<file path="src/rtl/hdmi_link_seq_if.sv">
// Status sideband bundle between the TX subsystem and the link sequencer.
//   tdata  [1:0] : bit0 = link ready, bit1 unused by the sequencer
//   tvalid       : beat valid
//   tready       : sink ready
// master = TX subsystem status source, slave = hdmi_link_seq.
interface hdmi_link_seq_if;
  logic [1:0] tdata;
  logic       tvalid;
  logic       tready;

  modport master (output tdata, output tvalid, input tready);
  modport slave  (input tdata, input tvalid, output tready);
endinterface

</file>
<file path="src/rtl/hdmi_link_seq.sv">
// HDMI TX link bring-up sequencer.
// Qualifies link-ready from the status sideband, times out a failed lock,
// issues TX restart requests with back-off and a retry limit, and drives a
// state-coded heartbeat.
// Ports:
//   status_sb_aclk    : clock for the whole block
//   status_sb_aresetn : asynchronous active-low reset
//   status_sb         : status sideband (slave side); tready held 1 after reset
//   enable            : 1 = run sequencer, 0 = force IDLE
//   tx_restart        : one-clock restart request
//   link_up / fault   : high while in UP / FAULT
//   retry_cnt         : restarts issued since last UP/IDLE (saturates at 15)
//   hdmi_hb           : heartbeat
module hdmi_link_seq #(
  parameter int unsigned HB_DIV      = 10_000_000,
  parameter int unsigned STABLE_CYC  = 1_000_000,
  parameter int unsigned LOCK_TO_CYC = 50_000_000,
  parameter int unsigned RETRY_CYC   = 5_000_000,
  parameter int unsigned MAX_RETRY   = 3
) (
  input  logic                  status_sb_aclk,
  input  logic                  status_sb_aresetn,
  hdmi_link_seq_if.slave        status_sb,
  input  logic                  enable,
  output logic                  tx_restart,
  output logic                  link_up,
  output logic                  fault,
  output logic [3:0]            retry_cnt,
  output logic                  hdmi_hb
);

  typedef enum logic [2:0] {
    S_IDLE, S_WAIT, S_QUAL, S_UP, S_BACKOFF, S_FAULT
  } state_t;

  localparam logic [31:0] LOCK_END   = 32'(LOCK_TO_CYC - 1);
  localparam logic [31:0] STABLE_END = 32'(STABLE_CYC - 1);
  localparam logic [31:0] RETRY_END  = 32'(RETRY_CYC - 1);
  localparam logic [31:0] HB_SLOW    = 32'(HB_DIV - 1);
  localparam logic [31:0] HB_FAST    = 32'(HB_DIV / 4 - 1);
  localparam logic [3:0]  MAX_R      = 4'(MAX_RETRY);

  state_t      state, state_nx;
  logic        rdy_q;
  logic [31:0] timer, timer_d;
  logic [31:0] hb_cnt, hb_cnt_d;
  logic        hb_d, restart_d, link_up_d, fault_d;
  logic [3:0]  retry_d;
  logic        changed;
  logic        unused_bits;

  assign unused_bits = status_sb.tdata[1];

  // State register plus all registered outputs
  always_ff @(posedge status_sb_aclk or negedge status_sb_aresetn) begin
    if (!status_sb_aresetn) begin
      state            <= S_IDLE;
      rdy_q            <= 1'b0;
      timer            <= '0;
      hb_cnt           <= '0;
      hdmi_hb          <= 1'b0;
      tx_restart       <= 1'b0;
      link_up          <= 1'b0;
      fault            <= 1'b0;
      retry_cnt        <= '0;
      status_sb.tready <= 1'b0;
    end else begin
      state            <= state_nx;
      if (status_sb.tvalid) rdy_q <= status_sb.tdata[0];
      timer            <= timer_d;
      hb_cnt           <= hb_cnt_d;
      hdmi_hb          <= hb_d;
      tx_restart       <= restart_d;
      link_up          <= link_up_d;
      fault            <= fault_d;
      retry_cnt        <= retry_d;
      status_sb.tready <= 1'b1;
    end
  end

  // Next-state logic; enable=0 overrides every other condition
  always_comb begin
    state_nx  = state;
    restart_d = 1'b0;
    if (!enable) begin
      state_nx = S_IDLE;
    end else begin
      case (state)
        S_IDLE:  state_nx = S_WAIT;
        S_WAIT: begin
          if (rdy_q)                 state_nx = S_QUAL;
          else if (timer == LOCK_END) state_nx = S_BACKOFF;
        end
        S_QUAL: begin
          if (!rdy_q)                   state_nx = S_WAIT;
          else if (timer == STABLE_END) state_nx = S_UP;
        end
        S_UP: if (!rdy_q) state_nx = S_BACKOFF;
        S_BACKOFF: begin
          if (timer == RETRY_END) begin
            if (retry_cnt == MAX_R) begin
              state_nx = S_FAULT;
            end else begin
              state_nx  = S_WAIT;
              restart_d = 1'b1;
            end
          end
        end
        S_FAULT: state_nx = S_FAULT;
        default: state_nx = S_IDLE;
      endcase
    end
  end

  // Output/counter logic, computed from the next state so that the
  // registered outputs line up with the state register.
  always_comb begin
    changed   = (state_nx != state);
    link_up_d = (state_nx == S_UP);
    fault_d   = (state_nx == S_FAULT);

    timer_d = changed ? '0 : ((timer == '1) ? timer : timer + 32'd1);

    if (state_nx == S_IDLE || state_nx == S_UP)
      retry_d = '0;
    else if (restart_d && retry_cnt != 4'hF)
      retry_d = retry_cnt + 4'd1;
    else
      retry_d = retry_cnt;

    hb_cnt_d = '0;
    hb_d     = hdmi_hb;
    if (changed) begin
      hb_d = (state_nx == S_FAULT);
    end else begin
      case (state)
        S_IDLE:  hb_d = 1'b0;
        S_FAULT: hb_d = 1'b1;
        S_UP: begin
          if (hb_cnt == HB_SLOW) hb_d = ~hdmi_hb;
          else                   hb_cnt_d = hb_cnt + 32'd1;
        end
        default: begin
          if (hb_cnt == HB_FAST) hb_d = ~hdmi_hb;
          else                   hb_cnt_d = hb_cnt + 32'd1;
        end
      endcase
    end
  end

endmodule

</file>
<file path="src/flat_wrapper.sv">
// flat-port wrapper written by rule: the top's interface ports become plain ports
module hdmi_link_seq_flat 
#(
  parameter int unsigned HB_DIV      = 10_000_000,
  parameter int unsigned STABLE_CYC  = 1_000_000,
  parameter int unsigned LOCK_TO_CYC = 50_000_000,
  parameter int unsigned RETRY_CYC   = 5_000_000,
  parameter int unsigned MAX_RETRY   = 3
)
  (status_sb_aclk, status_sb_aresetn, enable, tx_restart, link_up, fault, retry_cnt, hdmi_hb, status_sb_tdata, status_sb_tvalid, status_sb_tready);
  hdmi_link_seq_if status_sb_i ();
  input  logic status_sb_aclk;
  input  logic status_sb_aresetn;
  input  logic enable;
  output logic tx_restart;
  output logic link_up;
  output logic fault;
  output logic [3:0] retry_cnt;
  output logic hdmi_hb;
  input wire logic [$bits(status_sb_i.tdata)-1:0] status_sb_tdata;
  input wire logic [$bits(status_sb_i.tvalid)-1:0] status_sb_tvalid;
  output wire logic [$bits(status_sb_i.tready)-1:0] status_sb_tready;
  assign status_sb_i.tdata = status_sb_tdata;
  assign status_sb_i.tvalid = status_sb_tvalid;
  assign status_sb_tready = status_sb_i.tready;
  hdmi_link_seq #(.HB_DIV(HB_DIV), .STABLE_CYC(STABLE_CYC), .LOCK_TO_CYC(LOCK_TO_CYC), .RETRY_CYC(RETRY_CYC), .MAX_RETRY(MAX_RETRY)) u_core (.status_sb_aclk(status_sb_aclk), .status_sb_aresetn(status_sb_aresetn), .status_sb(status_sb_i), .enable(enable), .tx_restart(tx_restart), .link_up(link_up), .fault(fault), .retry_cnt(retry_cnt), .hdmi_hb(hdmi_hb));
endmodule
</file>
<file path="config.mk">
export PLATFORM = sky130hd
export DESIGN_NAME = hdmi_link_seq_flat
export DESIGN_NICKNAME = d
export VERILOG_FILES = /design/src/rtl/hdmi_link_seq_if.sv /design/src/rtl/hdmi_link_seq.sv /design/src/flat_wrapper.sv
export SDC_FILE = /design/constraint.sdc
export NUM_CORES = 1
export LEC_CHECK = 0
export CORE_ASPECT_RATIO = 0.7
export CORE_MARGIN = 1.5
export CORE_UTILIZATION = 45
export DETAILED_ROUTE_END_ITERATION = 10
export REMOVE_ABC_BUFFERS = 1
export SYNTH_ARGS = -nofsm -noshare
export SYNTH_HDL_FRONTEND = slang
export SYNTH_SLANG_ARGS = --single-unit
</file>
<file path="constraint.sdc">
create_clock -name status_sb_aclk -period 2.5 [get_ports status_sb_aclk]
set_clock_uncertainty 0.2 [all_clocks]
set_input_delay 0.75 -clock status_sb_aclk [delete_from_list [all_inputs] [get_ports status_sb_aclk]]
set_output_delay 0.75 -clock status_sb_aclk [all_outputs]
set_load 0.02 [all_outputs]
</file>
==> impl_metrics.csv <==
group,metric,value,unit
route,ant_nets,0,
power,p_leak,2.262,nW
power,pwr-share-comb,11.8,%
worst_setup_path,critPathKind,"reg -> reg",
cts,cts_sinks,77,
power,clockPowerShare,44.3,%
place,place_congestion,0.8130,
synthesis,synth-seq-cells,77,
cells_and_area,fin_nets,534,
timing,setup_viol,69,
power,seqPwrFrac,43.9,%
cts,h-tree-depth,3,
cts,cts_hold_buf,0,
place,dp_hpwl,6959,um
cells_and_area,finalInstanceArea,5363,um^2
timing,post-route-min-period,2.656,ns
timing,grt_setup_unrepaired,"true",
place,pre_cts_slack,-0.2518,ns
cts,cts_buffer_depth,2,
power,swShare,23.69,%
global_routing,grt.total_usage,21.78,%
cells_and_area,diodes,0,
floorplan,fp.dieW,118.6,um
route,avgRoutedWirePerCell,15.57,um
worst_setup_path,reg2reg_from,"u_core.timer[27]",
floorplan,start_util,46.44,%
route,dr_total_vias,3607,
cts,clk_latency,0.33,ns
global_routing,grt_start_max_net_pins,78,
place,dp.cells,626,
place,port_buffers,13,
synthesis,yosysWarningCount,0,
worst_setup_path,cp.required,2.51,ns
power,irDropWorstVdd,0.3418,mV
worst_setup_path,reg2reg_slack,-0.16,ns
power,internal_power,2.247,mW
timing,finalSetupTns,-6.791,ns
synthesis,synth.distinct_cells,56,
worst_setup_path,path_max_fanout,8,
worst_setup_path,start_kind,"register",
global_routing,grt_antenna_before_repair,0,
timing,hold_viol,0,
timing,slew_headroom,53.21,%
route,firstDrtPassIters,4,
cts,cts_tree,"built",
worst_setup_path,crit_path_end_kind,"register",
route,routed_wl,10170,um
power,p_sw,697.5,uW
synthesis,ys_seq_area_share,45.74,%
timing,tightest_slew,0.6944,ns
outcome,status,"complete, but fails checks",
timing,max_freq,0.3765,GHz
cts,cts-root-buf,"clkbuf_16",
global_routing,gr-total-overflow,0,
global_routing,first_global_vias,3391,
min_path,holdCritPathClass,"in -> async",
cells_and_area,areaGrowthSynthToFinish,27.29,%
timing,fin_crit_sh,106.2,%
cells_and_area,drive_gt1_share,19.47,%
synthesis,syn_inst,447,
cells_and_area,layout_common_cells,"79 x nor2_1, 77 x dfrtp_1, 63 x buf_4",
route,drt-vias-per-instance,5.524,
cts,numCtsBuffers,9,
flow_run,maxCapViolations,0,
timing,finalMaxSlewViolations,0,
synthesis,async_reset_ff_share,100.0,%
worst_setup_path,rr_endpoint,"u_core.timer[14]",
floorplan,rows,29,
timing,setup_slack,-0.1560,ns
cts,path_clk_slew,0.06,ns
synthesis,synth_ff_type,"dfrtp_1",
synthesis,synth_edf_count,0,
power,powerDensity,549.1,nW/um^2
floorplan,die_h,83.95,um
floorplan,floorplan.core_area,9071,um^2
global_routing,grt_pass1_wl,17280,um
cells_and_area,final_common_cell,"nor2_1",
floorplan,io_pins,15,
synthesis,avgSynthCellArea,9.425,um^2
outcome,violations,"negative setup slack",
floorplan,die_area,9960,um^2
worst_setup_path,reg2regPathDepth,8,
synthesis,syn_area,4213,um^2
place,placed_area,4863,um^2
cells_and_area,stdcell_count,653,
route,drt_iter0_markers,222,
worst_setup_path,arrival,2.67,ns
route,drcViolationCount,0,
[repair_timing]
action                     4_1_cts  5_1_grt
pin swaps                        6       11
resized for setup                4       15
buffers inserted                 7        4
cloned                           1        1
setup endpoints to repair       70       73
[sequential cells by signal (all words and copies together) (netlist names)]
name	flops
u_core.fault	1
u_core.hb_cnt	32
u_core.hdmi_hb	1
u_core.link_up	1
u_core.rdy_q	1
u_core.retry_cnt	4
u_core.state	3
u_core.status_sb.tready	1
u_core.timer	32
u_core.tx_restart	1
[cells by family after synthesis]
family          count (synthesis)  share of synthesized area (%)
fa+ha+maj                       3                         0.8911
xor+xnor                       63                          13.10
flops                          77                          45.74
buf+inv                        26                          3.208
mux                             4                         0.9801
simple gates                  243                          30.53
other cells                     1                        0.08901
compound gates                 30                          5.465
[worst max-delay path, cell delays in order (launching register included)]
cell and delay (ns):
dfrtp_1 0.37, or4_4 0.56, or4_4 0.54, a211oi_2 0.20
o21a_1 0.18, a21o_4 0.17, buf_12 0.12, buf_12 0.13
nor2_1 0.06
[power groups by stage]
stage               clock (mW)  combinational, mW  sequential (mW)
floorplan                    0              0.122             1.33
global placement             0              0.280             1.31
detailed placement           0              0.281             1.32
CTS                       1.35              0.342             1.29
global route              1.39              0.383             1.30
finish                    1.30              0.348             1.29
[per-stage QoR]
stage	util (%)	power [mW]	hold slack [ns]
6_report	59.12	2.945	0.2301
5_1_grt	59.12	3.067	0.2566
4_1_cts	58.22	2.981	0.2528
3_5_place_dp	53.61	1.596	0.2776
3_3_place_gp	53.61	1.594	0.2736
2_1_floorplan	-	1.447	0.2544
[worst max-delay path by stage]
stage | slack (ns) | end | depth (start not counted) | from
global route | -0.22 | u_core.timer[16] | 8 | u_core.timer[27]
floorplan | -0.44 | u_core.hdmi_hb | 6 | u_core.timer[28]
finish | -0.16 | u_core.timer[14] | 8 | u_core.timer[27]
detailed placement | -0.25 | u_core.timer[28] | 7 | u_core.timer[29]
CTS | -0.16 | u_core.timer[4] | 8 | u_core.timer[7]
global placement | -0.21 | u_core.timer[26] | 7 | u_core.timer[29]
[synthesized netlist by cell type (2+ instances only)]
cell       number  area share, %
or3_1           3           0.45
nor4bb_1        2           0.48
nand4b_1        4           0.83
a31oi_1         3           0.45
nor4b_1         2           0.42
buf_4           4           0.71
nor3b_1         2           0.36
nand4bb_1       2           0.53
xnor2_1        29            6.0
ha_1            3           0.89
nand2_1        26            2.3
and2_1          4           0.59
nand2b_1        2           0.30
buf_6           3           0.80
dfrtp_1        77             46
nor2b_1         4           0.59
a311o_1         2           0.48
xor2_1         34            7.1
nor4_1          9            1.3
nor3_1         15            1.8
mux2i_1         3           0.71
a21oi_1         3           0.36
clkbuf_1        7           0.62
and4_1          6            1.2
or4_1           4           0.71
nand4_1        29            4.3
and3_1         11            1.6
nand3_1        26            3.1
o31ai_1         2           0.36
nor2_1         84            7.5
a41oi_1         4           0.83
o21ai_0         3           0.36
inv_1          12            1.1
[area by class of cell]
type | instances | area [um^2]
sequential | 77 | 1927
tap | 124 | 155.1
clock inverter | 4 | 47.55
inverter | 12 | 45.04
timing repair buffer | 81 | 718.2
clock buffer | 11 | 252.7
multi-input combinational | 344 | 2217
fill | 790 | 3709
[routing by layer]
layer	up-vias	global-route usage (%)	wire length, um
li1	1740	-	-
met1	1746	34.28	5256
met2	110	29.23	4186
met3	11	5.260	653
met4	0	6.134	71
met5	-	0	0
(Power assumes the default switching activity.)
